==> config.mk <==
export PLATFORM = sky130hd
export DESIGN_NAME = decode_ctrl_stage_flat
export DESIGN_NICKNAME = d
export VERILOG_FILES = /design/src/rtl/decode_ctrl_if.sv /design/src/rtl/decode_ctrl_stage.sv /design/src/flat_wrapper.sv
export SDC_FILE = /design/constraint.sdc
export NUM_CORES = 1
export LEC_CHECK = 0
export BUFFER_PORTS_ARGS = -buffer_cell sky130_fd_sc_hd__buf_4
export CAP_MARGIN = 10
export CORE_MARGIN = 5
export CORE_UTILIZATION = 45
export CTS_BUF_LIST = sky130_fd_sc_hd__clkbuf_8
export CTS_CLUSTER_SIZE = 14
export DETAILED_ROUTE_END_ITERATION = 10
export GPL_TIMING_DRIVEN = 0
export PLACE_DENSITY_LB_ADDON = 0.05
export SETUP_SLACK_MARGIN = 0.5
export SYNTH_ARGS = -nofsm -noshare
export SYNTH_HDL_FRONTEND = slang
export SYNTH_SLANG_ARGS = --single-unit
==> constraint.sdc <==
create_clock -name clk -period 4.2 [get_ports clk]
set_clock_uncertainty 0.2 [all_clocks]
set_input_delay 0.21 -clock clk [delete_from_list [all_inputs] [get_ports clk]]
set_output_delay 0.21 -clock clk [all_outputs]
set_load 0.01 [all_outputs]
==> src/rtl/decode_ctrl_if.sv <==
// Handshake and control-bundle bus of the registered decode stage.
// slave = the decode stage, master = whoever feeds instructions and consumes the bundle.
interface decode_ctrl_if #(
  parameter int PC_W     = 32,
  parameter int ALU_OP_W = 5
);
  logic                in_valid;
  logic                in_ready;
  logic [31:0]         instr;
  logic [PC_W-1:0]     in_pc;
  logic                out_valid;
  logic                out_ready;
  logic [PC_W-1:0]     out_pc;
  logic                reg_write;
  logic                mem_to_reg;
  logic                mem_write;
  logic                mem_read;
  logic                branch;
  logic                alu_src;
  logic [1:0]          alu_src_b;
  logic [1:0]          jump;
  logic [ALU_OP_W-1:0] alu_op;
  logic [2:0]          funct3_out;
  logic [4:0]          rs1;
  logic [4:0]          rs2;
  logic [4:0]          rd;
  logic                illegal;
  logic                is_muldiv;

  modport slave (
    input  in_valid, instr, in_pc, out_ready,
    output in_ready, out_valid, out_pc, reg_write, mem_to_reg, mem_write,
           mem_read, branch, alu_src, alu_src_b, jump, alu_op, funct3_out,
           rs1, rs2, rd, illegal, is_muldiv
  );

  modport master (
    output in_valid, instr, in_pc, out_ready,
    input  in_ready, out_valid, out_pc, reg_write, mem_to_reg, mem_write,
           mem_read, branch, alu_src, alu_src_b, jump, alu_op, funct3_out,
           rs1, rs2, rd, illegal, is_muldiv
  );
endinterface

==> src/rtl/decode_ctrl_stage.sv <==
// Registered RV32I decode-control stage with load-use interlock and illegal detection.
// Define DECODE_M_EXT_EN to decode the M extension (alu_op 17..24, is_muldiv).
module decode_ctrl_stage #(
  parameter int PC_W           = 32,
  parameter int ALU_OP_W       = 5,
  parameter int LOAD_USE_STALL = 1
) (
  input logic          clk,
  input logic          rst_n,
  input logic          flush,
  decode_ctrl_if.slave bus
);

  localparam logic [6:0] OPC_LUI    = 7'b0110111;
  localparam logic [6:0] OPC_AUIPC  = 7'b0010111;
  localparam logic [6:0] OPC_JAL    = 7'b1101111;
  localparam logic [6:0] OPC_JALR   = 7'b1100111;
  localparam logic [6:0] OPC_BRANCH = 7'b1100011;
  localparam logic [6:0] OPC_LOAD   = 7'b0000011;
  localparam logic [6:0] OPC_STORE  = 7'b0100011;
  localparam logic [6:0] OPC_OPIMM  = 7'b0010011;
  localparam logic [6:0] OPC_OP     = 7'b0110011;

  localparam bit         STALL_EN   = (LOAD_USE_STALL > 0);
  localparam logic [1:0] STALL_INIT = STALL_EN ? 2'(LOAD_USE_STALL - 1) : 2'd0;

  typedef enum logic {RUN, STALL} state_t;

  state_t      state, state_nxt;
  logic [1:0]  stall_cnt, stall_cnt_nxt;
  logic        last_is_load;
  logic [4:0]  last_rd;

  logic [6:0]  opcode;
  logic [2:0]  f3;
  logic [6:0]  f7;
  logic [4:0]  rs1_f, rs2_f, rd_f;

  logic        dec_rw, dec_m2r, dec_mw, dec_mr, dec_br, dec_asrc, dec_ill;
  logic [1:0]  dec_asb, dec_jmp;
  logic [4:0]  dec_op;
`ifdef DECODE_M_EXT_EN
  logic        dec_md;
  logic        muldiv_q;
`endif

  logic        uses_rs1, uses_rs2, hazard, slot_free, accept, in_ready_c;

  logic                out_valid_q, rw_q, m2r_q, mw_q, mr_q, br_q, asrc_q, ill_q;
  logic [1:0]          asb_q, jmp_q;
  logic [ALU_OP_W-1:0] op_q;
  logic [PC_W-1:0]     pc_q;
  logic [2:0]          f3_q;
  logic [4:0]          rs1_q, rs2_q, rd_q;

  assign opcode = bus.instr[6:0];
  assign rd_f   = bus.instr[11:7];
  assign f3     = bus.instr[14:12];
  assign rs1_f  = bus.instr[19:15];
  assign rs2_f  = bus.instr[24:20];
  assign f7     = bus.instr[31:25];

  // Shared funct3 -> ALU op map for the base register and immediate forms
  function automatic logic [4:0] base_op(input logic [2:0] fn3, input logic alt);
    case (fn3)
      3'b000:  base_op = 5'd0;
      3'b001:  base_op = 5'd5;
      3'b010:  base_op = 5'd8;
      3'b011:  base_op = 5'd9;
      3'b100:  base_op = 5'd4;
      3'b101:  base_op = alt ? 5'd7 : 5'd6;
      3'b110:  base_op = 5'd3;
      default: base_op = 5'd2;
    endcase
  endfunction

  always_comb begin
    dec_rw   = 1'b0;
    dec_m2r  = 1'b0;
    dec_mw   = 1'b0;
    dec_mr   = 1'b0;
    dec_br   = 1'b0;
    dec_asrc = 1'b0;
    dec_asb  = 2'b00;
    dec_jmp  = 2'b00;
    dec_op   = 5'd0;
    dec_ill  = 1'b0;
`ifdef DECODE_M_EXT_EN
    dec_md   = 1'b0;
`endif
    case (opcode)
      OPC_LUI:   begin dec_rw = 1'b1; dec_asrc = 1'b1; dec_asb = 2'b10; dec_op = 5'd10; end
      OPC_AUIPC: begin dec_rw = 1'b1; dec_asrc = 1'b1; dec_asb = 2'b01; end
      OPC_JAL:   begin dec_rw = 1'b1; dec_jmp = 2'b01; end
      OPC_JALR: begin
        dec_rw   = 1'b1;
        dec_jmp  = 2'b10;
        dec_asrc = 1'b1;
        dec_ill  = (f3 != 3'b000);
      end
      OPC_BRANCH: begin
        dec_br = 1'b1;
        case (f3)
          3'b000:  dec_op = 5'd11;
          3'b001:  dec_op = 5'd12;
          3'b100:  dec_op = 5'd13;
          3'b101:  dec_op = 5'd14;
          3'b110:  dec_op = 5'd15;
          3'b111:  dec_op = 5'd16;
          default: dec_ill = 1'b1;
        endcase
      end
      OPC_LOAD: begin
        dec_rw   = 1'b1;
        dec_m2r  = 1'b1;
        dec_mr   = 1'b1;
        dec_asrc = 1'b1;
        dec_ill  = (f3 == 3'b011) || (f3[2:1] == 2'b11);
      end
      OPC_STORE: begin
        dec_mw   = 1'b1;
        dec_asrc = 1'b1;
        dec_ill  = (f3 > 3'b010);
      end
      OPC_OPIMM: begin
        dec_rw   = 1'b1;
        dec_asrc = 1'b1;
        dec_op   = base_op(f3, bus.instr[30]);
        if (f3 == 3'b001)
          dec_ill = (f7 != 7'b0000000);
        else if (f3 == 3'b101)
          dec_ill = (f7 != 7'b0000000) && (f7 != 7'b0100000);
      end
      OPC_OP: begin
        dec_rw = 1'b1;
        case (f7)
          7'b0000000: dec_op = base_op(f3, 1'b0);
          7'b0100000: begin
            dec_op  = base_op(f3, 1'b1);
            dec_ill = (f3 != 3'b000) && (f3 != 3'b101);
            if (f3 == 3'b000)
              dec_op = 5'd1;
          end
`ifdef DECODE_M_EXT_EN
          7'b0000001: begin
            dec_op = 5'd17 + {2'b00, f3};
            dec_md = 1'b1;
          end
`endif
          default: dec_ill = 1'b1;
        endcase
      end
      default: dec_ill = 1'b1;
    endcase
  end

  // Interlock only looks at the register fields the incoming opcode actually reads
  assign uses_rs1  = !(opcode == OPC_LUI || opcode == OPC_AUIPC || opcode == OPC_JAL);
  assign uses_rs2  = (opcode == OPC_OP) || (opcode == OPC_STORE) || (opcode == OPC_BRANCH);
  assign hazard    = STALL_EN && last_is_load && (last_rd != 5'd0) &&
                     ((uses_rs1 && rs1_f == last_rd) || (uses_rs2 && rs2_f == last_rd));
  assign slot_free = !out_valid_q || bus.out_ready;
  assign accept    = bus.in_valid && in_ready_c;

  always_ff @(posedge clk or negedge rst_n) begin
    if (!rst_n) begin
      state     <= RUN;
      stall_cnt <= 2'd0;
    end else begin
      state     <= state_nxt;
      stall_cnt <= stall_cnt_nxt;
    end
  end

  always_comb begin
    state_nxt     = state;
    stall_cnt_nxt = stall_cnt;
    if (flush) begin
      state_nxt     = RUN;
      stall_cnt_nxt = 2'd0;
    end else begin
      case (state)
        RUN: begin
          if (bus.in_valid && hazard && slot_free) begin
            state_nxt     = STALL;
            stall_cnt_nxt = STALL_INIT;
          end
        end
        STALL: begin
          if (slot_free) begin
            if (stall_cnt == 2'd0)
              state_nxt = RUN;
            else
              stall_cnt_nxt = stall_cnt - 2'd1;
          end
        end
        default: state_nxt = RUN;
      endcase
    end
  end

  always_comb begin
    in_ready_c = slot_free && (state == RUN) && !hazard && !flush;
  end

  // Bundle register: every cycle that empties the slot without a new accept is a bubble
  always_ff @(posedge clk or negedge rst_n) begin
    if (!rst_n) begin
      out_valid_q  <= 1'b0;
      rw_q         <= 1'b0;
      m2r_q        <= 1'b0;
      mw_q         <= 1'b0;
      mr_q         <= 1'b0;
      br_q         <= 1'b0;
      asrc_q       <= 1'b0;
      asb_q        <= 2'b00;
      jmp_q        <= 2'b00;
      op_q         <= '0;
      ill_q        <= 1'b0;
      pc_q         <= '0;
      f3_q         <= 3'b000;
      rs1_q        <= 5'd0;
      rs2_q        <= 5'd0;
      rd_q         <= 5'd0;
      last_is_load <= 1'b0;
      last_rd      <= 5'd0;
    end else if (flush) begin
      out_valid_q  <= 1'b0;
      last_is_load <= 1'b0;
    end else if (accept) begin
      out_valid_q  <= 1'b1;
      rw_q         <= dec_rw && !dec_ill;
      m2r_q        <= dec_m2r;
      mw_q         <= dec_mw && !dec_ill;
      mr_q         <= dec_mr && !dec_ill;
      br_q         <= dec_br && !dec_ill;
      asrc_q       <= dec_asrc;
      asb_q        <= dec_asb;
      jmp_q        <= dec_ill ? 2'b00 : dec_jmp;
      op_q         <= ALU_OP_W'(dec_op);
      ill_q        <= dec_ill;
      pc_q         <= bus.in_pc;
      f3_q         <= f3;
      rs1_q        <= rs1_f;
      rs2_q        <= rs2_f;
      rd_q         <= rd_f;
      last_is_load <= dec_mr && !dec_ill;
      last_rd      <= rd_f;
    end else if (slot_free) begin
      out_valid_q  <= 1'b0;
      last_is_load <= 1'b0;
    end
  end

`ifdef DECODE_M_EXT_EN
  always_ff @(posedge clk or negedge rst_n) begin
    if (!rst_n)
      muldiv_q <= 1'b0;
    else if (!flush && accept)
      muldiv_q <= dec_md && !dec_ill;
  end
  assign bus.is_muldiv = muldiv_q;
`else
  assign bus.is_muldiv = 1'b0;
`endif

  assign bus.in_ready   = in_ready_c;
  assign bus.out_valid  = out_valid_q;
  assign bus.out_pc     = pc_q;
  assign bus.reg_write  = rw_q;
  assign bus.mem_to_reg = m2r_q;
  assign bus.mem_write  = mw_q;
  assign bus.mem_read   = mr_q;
  assign bus.branch     = br_q;
  assign bus.alu_src    = asrc_q;
  assign bus.alu_src_b  = asb_q;
  assign bus.jump       = jmp_q;
  assign bus.alu_op     = op_q;
  assign bus.illegal    = ill_q;
  assign bus.funct3_out = f3_q;
  assign bus.rs1        = rs1_q;
  assign bus.rs2        = rs2_q;
  assign bus.rd         = rd_q;

endmodule
==> src/flat_wrapper.sv <==
// flat-port wrapper written by rule: the top's interface ports become plain ports
module decode_ctrl_stage_flat 
#(
  parameter int PC_W           = 32,
  parameter int ALU_OP_W       = 5,
  parameter int LOAD_USE_STALL = 1
)
  (clk, rst_n, flush, bus_in_valid, bus_instr, bus_in_pc, bus_out_ready, bus_in_ready, bus_out_valid, bus_out_pc, bus_reg_write, bus_mem_to_reg, bus_mem_write, bus_mem_read, bus_branch, bus_alu_src, bus_alu_src_b, bus_jump, bus_alu_op, bus_funct3_out, bus_rs1, bus_rs2, bus_rd, bus_illegal, bus_is_muldiv);
  decode_ctrl_if #(.PC_W(PC_W), .ALU_OP_W(ALU_OP_W)) bus_i ();
  input logic clk;
  input logic rst_n;
  input logic flush;
  input wire logic [$bits(bus_i.in_valid)-1:0] bus_in_valid;
  input wire logic [$bits(bus_i.instr)-1:0] bus_instr;
  input wire logic [$bits(bus_i.in_pc)-1:0] bus_in_pc;
  input wire logic [$bits(bus_i.out_ready)-1:0] bus_out_ready;
  output wire logic [$bits(bus_i.in_ready)-1:0] bus_in_ready;
  output wire logic [$bits(bus_i.out_valid)-1:0] bus_out_valid;
  output wire logic [$bits(bus_i.out_pc)-1:0] bus_out_pc;
  output wire logic [$bits(bus_i.reg_write)-1:0] bus_reg_write;
  output wire logic [$bits(bus_i.mem_to_reg)-1:0] bus_mem_to_reg;
  output wire logic [$bits(bus_i.mem_write)-1:0] bus_mem_write;
  output wire logic [$bits(bus_i.mem_read)-1:0] bus_mem_read;
  output wire logic [$bits(bus_i.branch)-1:0] bus_branch;
  output wire logic [$bits(bus_i.alu_src)-1:0] bus_alu_src;
  output wire logic [$bits(bus_i.alu_src_b)-1:0] bus_alu_src_b;
  output wire logic [$bits(bus_i.jump)-1:0] bus_jump;
  output wire logic [$bits(bus_i.alu_op)-1:0] bus_alu_op;
  output wire logic [$bits(bus_i.funct3_out)-1:0] bus_funct3_out;
  output wire logic [$bits(bus_i.rs1)-1:0] bus_rs1;
  output wire logic [$bits(bus_i.rs2)-1:0] bus_rs2;
  output wire logic [$bits(bus_i.rd)-1:0] bus_rd;
  output wire logic [$bits(bus_i.illegal)-1:0] bus_illegal;
  output wire logic [$bits(bus_i.is_muldiv)-1:0] bus_is_muldiv;
  assign bus_i.in_valid = bus_in_valid;
  assign bus_i.instr = bus_instr;
  assign bus_i.in_pc = bus_in_pc;
  assign bus_i.out_ready = bus_out_ready;
  assign bus_in_ready = bus_i.in_ready;
  assign bus_out_valid = bus_i.out_valid;
  assign bus_out_pc = bus_i.out_pc;
  assign bus_reg_write = bus_i.reg_write;
  assign bus_mem_to_reg = bus_i.mem_to_reg;
  assign bus_mem_write = bus_i.mem_write;
  assign bus_mem_read = bus_i.mem_read;
  assign bus_branch = bus_i.branch;
  assign bus_alu_src = bus_i.alu_src;
  assign bus_alu_src_b = bus_i.alu_src_b;
  assign bus_jump = bus_i.jump;
  assign bus_alu_op = bus_i.alu_op;
  assign bus_funct3_out = bus_i.funct3_out;
  assign bus_rs1 = bus_i.rs1;
  assign bus_rs2 = bus_i.rs2;
  assign bus_rd = bus_i.rd;
  assign bus_illegal = bus_i.illegal;
  assign bus_is_muldiv = bus_i.is_muldiv;
  decode_ctrl_stage #(.PC_W(PC_W), .ALU_OP_W(ALU_OP_W), .LOAD_USE_STALL(LOAD_USE_STALL)) u_core (.clk(clk), .rst_n(rst_n), .flush(flush), .bus(bus_i));
endmodule
# Yosys cells after proc, flatten, opt, wreduce, memory -nomap -nowiden
# Cells that the tools add are included.
# totals
reg_bits	71
latchBits	0
ram_bits	0
mem_bits_ro	0
input_bits	69
out_inout_bits	69
elab_cells	125
memories	0
# classes
n_addsub	1
mul	0
div	0
n_lt_le_gt_ge	1
n_eq_ne	25
n_shift	0
n_mux	36
bitwise	2
reduce_logical	41
# op_table
operator	count
one-hot mux 5 bit (7 select lines)	1
one-hot mux 5 bit (6 select lines)	1
equality test 7 x 6 -> 1 bit (second input constant)	4
one-hot mux 4 bit (7 select lines)	1
one-hot mux 4 bit (6 select lines)	1
equality test 7 bit (second input constant)	3
one-hot mux 5 bit (4 select lines)	1
2-to-1 mux 1 bit	18
logical AND 1 bit	16
equality test 7 x 5 -> 1 bit (second input constant)	2
equality test 3 bit (second input constant)	4
one-hot mux 2 bit (2 select lines)	3
OR reduction 6 bit	2
equality test 5 bit	2
2-to-1 mux 2 bit	5
one-hot mux 5 bit (2 select lines)	1
!= test 3 bit (second input constant)	3
equality test 7 x 2 -> 1 bit (second input constant)	1
logical NOT 7 bit	1
logical OR 1 bit	7
!= test 7 x 6 -> 1 bit (second input constant)	1
one-hot mux 1 bit (7 select lines)	1
nonzero test 7 bit	1
OR reduction 7 bit	1
other kinds (17)	25

# Logic depth before layout (Yosys ltp)
# logic_depth
ltp_word	13
depth_mapped	8
depth_no_buf	5

# Worst setup path before layout
# Ideal clock, no wire load.
# synth_path
kind	flip-flop to flip-flop
startpoint	reg u_core.bus.rd[2] (netlist name)
endpoint	reg u_core.f3_q[0] (netlist: u_core.bus.funct3_out[0])
setup_ns	0.125
arrival_ns	1.964
required_time_ns	3.875
path_slack_ns	1.911
stages_incl_launch_ff	8
path_buffers	2
period_less_slack_ns	2.289
path_cell_list	dfrtp_1 xor2_1 a2111oi_0 nand4b_2 nand3_4 buf_6 buf_8 mux2_4
# synth_lines
item	line_no	text
to (signal assigned)	decode_ctrl_stage.sv:221	f3_q <= 3'b000;
to (signal assigned)	decode_ctrl_stage.sv:243	f3_q <= f3;
to (decl)	decode_ctrl_stage.sv:53	logic [2:0] f3_q;

==> run_summary.xml <==
<?xml version="1.0" encoding="UTF-8"?>
<metrics>
  <group name="status">
    <metric name="run_status" unit="">completed</metric>
  </group>
  <group name="final_layout">
    <metric name="final_layout_size_suffix_gt1_share" unit="%">49.57</metric>
    <metric name="final_nets" unit="">529</metric>
    <metric name="area_growth" unit="%">54.02</metric>
    <metric name="final_area" unit="sq mm">0.005273</metric>
    <metric name="utilization" unit="%">71.92</metric>
    <metric name="largest_register_ff_count" unit="">32</metric>
    <metric name="n_antenna_cell" unit="">0</metric>
    <metric name="layoutNonFillerInstCount" unit="">563</metric>
  </group>
  <group name="place">
    <metric name="hpwl" unit="microns">6261</metric>
    <metric name="placed_area" unit="sq mm">0.004561</metric>
    <metric name="dpl.cell_count" unit="">498</metric>
    <metric name="finalWeightedCongestion" unit="">0.8782</metric>
    <metric name="place.port_buffers" unit="">135</metric>
  </group>
  <group name="power">
    <metric name="pwr_density_cell" unit="mW/mm^2">362.8</metric>
    <metric name="leak_pwr" unit="nW">2.521</metric>
    <metric name="fin_total_pwr" unit="mW">1.913</metric>
    <metric name="power.ir.vdd_worst" unit="uV">298.2</metric>
  </group>
  <group name="synth">
    <metric name="synth_top_family_by_area" unit="">multiplexers</metric>
    <metric name="synth_top_cells_by_count" unit="">71 x sky130_fd_sc_hd__dfrtp_1, 46 x sky130_fd_sc_hd__mux2_2, 17 x sky130_fd_sc_hd__mux2_4, 10 x sky130_fd_sc_hd__a21oi_1, 10 x sky130_fd_sc_hd__nor2_1</metric>
    <metric name="synth_edf_count" unit="">0</metric>
    <metric name="synth.yosys.warnings" unit="">0</metric>
    <metric name="yosys.cell_types.count" unit="">52</metric>
    <metric name="share_of_flip_flops_with_an_asynchronous_set_or_reset" unit="%">100.0</metric>
    <metric name="netlist_area_before_placement" unit="sq mm">0.003423</metric>
    <metric name="post-synth-top-count-cell" unit="">sky130_fd_sc_hd__dfrtp_1</metric>
    <metric name="postSynthCellCount" unit="">264</metric>
    <metric name="synth.area.mux_share" unit="%">23.54</metric>
    <metric name="synth-adder-area-share" unit="%">0.3655</metric>
    <metric name="synth_top_cells_by_area" unit="">sky130_fd_sc_hd__dfrtp_1 52%, sky130_fd_sc_hd__mux2_2 15%, sky130_fd_sc_hd__mux2_4 7.5%</metric>
    <metric name="postSynth.topFlopCell" unit="">sky130_fd_sc_hd__dfrtp_1</metric>
    <metric name="synth-seq-cells" unit="">71</metric>
    <metric name="post_synth_and_or_nand_nor_area_fraction" unit="%">8.882</metric>
    <metric name="synth_compound_gate_area_share" unit="%">8.297</metric>
    <metric name="synth_xor_area_share" unit="%">2.814</metric>
    <metric name="synth_nets" unit="">334</metric>
    <metric name="postSynthAreaPerCell" unit="sq um">12.97</metric>
    <metric name="netlist.area_leader.share" unit="%">51.90</metric>
    <metric name="yosysSeqAreaShare" unit="%">51.90</metric>
    <metric name="netlist.top_cell.by_area" unit="">sky130_fd_sc_hd__dfrtp_1</metric>
  </group>
  <group name="clock_network">
    <metric name="tritoncts.num_buffers" unit="">9</metric>
    <metric name="ctsResizeCount" unit="">0</metric>
    <metric name="ctsHtreeMaxLevel" unit="">3</metric>
    <metric name="cts_post_setup_buffers_inserted" unit="">0</metric>
    <metric name="tritoncts" unit="">done</metric>
    <metric name="tritoncts_num_sinks" unit="">71</metric>
    <metric name="cts.clk_slew.worst_paths" unit="ns">0.08</metric>
    <metric name="cts_hold_buf" unit="">49</metric>
    <metric name="worstSkewPairLatency" unit="ns">0.33</metric>
    <metric name="max-clock-path-buffers" unit="">2</metric>
    <metric name="clock-root-buffer" unit="">sky130_fd_sc_hd__clkbuf_8</metric>
  </group>
  <group name="sta">
    <metric name="report.final.hold_viol_count" unit="">0</metric>
    <metric name="period_needed" unit="ns">2.623</metric>
    <metric name="maxSlewHeadroom" unit="%">41.48</metric>
    <metric name="min_period_over_period" unit="%">62.46</metric>
    <metric name="maxSlewViolCount" unit="">0</metric>
    <metric name="worst-slew-pin-transition" unit="ns">0.8778</metric>
    <metric name="fmaxAchievable" unit="MHz">381.2</metric>
    <metric name="setup_tns" unit="ns">0</metric>
    <metric name="final-setup-viol-count" unit="">0</metric>
    <metric name="unrepaired_setup_endpoints_after_global_routing" unit="">false</metric>
  </group>
  <group name="die">
    <metric name="floorplan.rows" unit="">31</metric>
    <metric name="fp.coreArea" unit="sq mm">0.007331</metric>
    <metric name="die-area" unit="sq mm">0.009452</metric>
    <metric name="die_w" unit="microns">97.22</metric>
    <metric name="chipHeight" unit="microns">97.22</metric>
    <metric name="io_pins" unit="">138</metric>
    <metric name="initial_core_util" unit="%">46.70</metric>
  </group>
  <group name="detailed_routing">
    <metric name="firstDrtPassIters" unit="">5</metric>
    <metric name="detailedRoute.firstIterationViolations" unit="">86</metric>
    <metric name="post-route-drc-count" unit="">0</metric>
    <metric name="routed_wire_length_per_instance" unit="microns">15.75</metric>
    <metric name="detail_route.wirelength" unit="microns">8868</metric>
    <metric name="drt-vias-per-instance" unit="">4.998</metric>
    <metric name="antenna_left" unit="">0</metric>
    <metric name="vias" unit="">2814</metric>
  </group>
  <group name="setup_path">
    <metric name="critical_path_peak_fanout" unit="">5</metric>
    <metric name="cp_cell_sequence" unit="">or4_1, o21ai_1, nand4b_2, nand2_1, nor4_1, buf_4</metric>
    <metric name="crit_slowest_cell" unit="">sky130_fd_sc_hd__or4_1</metric>
    <metric name="setup.worst_path.start_class" unit="">flip-flop</metric>
    <metric name="arrival" unit="ns">2.21</metric>
    <metric name="crit_type" unit="">flip-flop to output pin</metric>
    <metric name="critPathCaptureType" unit="">output pin</metric>
    <metric name="timing.critical_path.required" unit="ns">3.79</metric>
    <metric name="critical_path.max_stage_delay" unit="ns">0.53</metric>
  </group>
  <group name="grt">
    <metric name="first_global_vias" unit="">3001</metric>
    <metric name="grtUsageMet2" unit="%">30.94</metric>
    <metric name="grt_max_degree" unit="">72</metric>
    <metric name="use_met1" unit="%">24.77</metric>
    <metric name="first_pass_grt_wire_length" unit="microns">15010</metric>
    <metric name="global_route.peak_usage_layer" unit="">met2</metric>
    <metric name="antenna_found_initial" unit="">0</metric>
    <metric name="grt_usage" unit="%">19.23</metric>
    <metric name="globalRouteMet3Util" unit="%">5.815</metric>
    <metric name="grt-ovfl-total" unit="">0</metric>
  </group>
  <group name="min_path">
    <metric name="worstHoldPathType" unit="">input port to flip-flop</metric>
  </group>
  <group name="run">
    <metric name="max_cap_violations" unit="">0</metric>
  </group>
</metrics>
-- cell families (layout without fill, tap and decap cells) --
family	count (synthesis)	in the layout
AOI/OAI and AO/OA	42	42
xor gates and xnor gates	11	11
adders and majority gates	1	1
buffers and inverters	22	222
DFF	71	71
muxes	66	66
other	1	1
and+or+nand+nor	50	50
-- metal layers --
layer | wire, microns | vias up
li1 | - | 1346
met1 | 3907 | 1349
met2 | 4174 | 105
met3 | 637 | 14
met4 | 149 | 0
met5 | 0 | -
-- metrics by stage --
stage	setup WS, ns	hold WS (ns)
final	1.577	0.02691
after global routing	1.501	0.06170
after CTS	1.549	0.008880
after detailed placement	1.603	0.1886
after global placement	1.643	0.1925
after floorplan	1.911	-0.2856
-- layout by cell type, fill, tap and decap left out, types with 3 or more instances in the layout --
master	n
sky130_fd_sc_hd__dlygate4sd3_1	49
sky130_fd_sc_hd__inv_1	8
sky130_fd_sc_hd__o31ai_1	5
sky130_fd_sc_hd__xnor2_1	5
sky130_fd_sc_hd__a2111oi_0	3
sky130_fd_sc_hd__a211oi_1	3
sky130_fd_sc_hd__clkinv_2	3
sky130_fd_sc_hd__clkbuf_8	10
sky130_fd_sc_hd__o21ai_0	6
sky130_fd_sc_hd__nor3_1	5
sky130_fd_sc_hd__nor2_1	10
sky130_fd_sc_hd__nand3b_1	3
sky130_fd_sc_hd__dfrtp_1	71
sky130_fd_sc_hd__a21oi_1	10
sky130_fd_sc_hd__nor2b_1	3
sky130_fd_sc_hd__mux2_4	17
sky130_fd_sc_hd__clkbuf_1	3
sky130_fd_sc_hd__nand2_1	7
sky130_fd_sc_hd__mux2_2	46
sky130_fd_sc_hd__nand3_1	5
sky130_fd_sc_hd__buf_2	3
sky130_fd_sc_hd__buf_4	140
sky130_fd_sc_hd__xor2_1	6
-- layout make-up --
cell class,instances,area [sq um]
Multi-Input combinational cell,171,1506
Timing Repair Buffer,184,1504
Clock inverter,6,83.83
Sequential cell,71,1777
Inverter,8,30.03
Fill cell,534,2058
Buffer,14,110.1
Clock buffer,10,137.6
Tap cell,99,123.9
-- worst max-delay path: cells and delay by family, from the launching register on --
kind	cells	cell delay, ns
compound gates	1	0.16
buf+inv	1	0.18
simple gates	4	1.08
flops	1	0.45
-- final timing paths --
kind / end / startpoint / depth (start not counted) / slack, ns
max: bus_in_ready / u_core.bus.rd[1] / 6 / 1.58
min: u_core.bus.out_valid / bus_out_ready / 3 / 0.03
max reg2reg: u_core.bus.funct3_out[0] / u_core.bus.rd[2] / 7 / 1.66
min reg2reg: u_core.bus.mem_read / u_core.bus.mem_read / 1 / 0.30
max in group asynchronous: u_core.bus.jump[0] / rst_n / 2 / 2.89
min in group asynchronous: u_core.bus.out_pc[25] / rst_n / 2 / 0.33
-- power breakdown --
group | total, mW | switching [mW] | internal, mW | leakage [nW]
Sequential | 0.827 | 0.0565 | 0.771 | 0.875
Clock | 0.600 | 0.251 | 0.349 | 0.116
Combinational | 0.486 | 0.189 | 0.297 | 1.53
Total | 1.91 | 0.497 | 1.42 | 2.52
(Power assumes the default switching activity.)
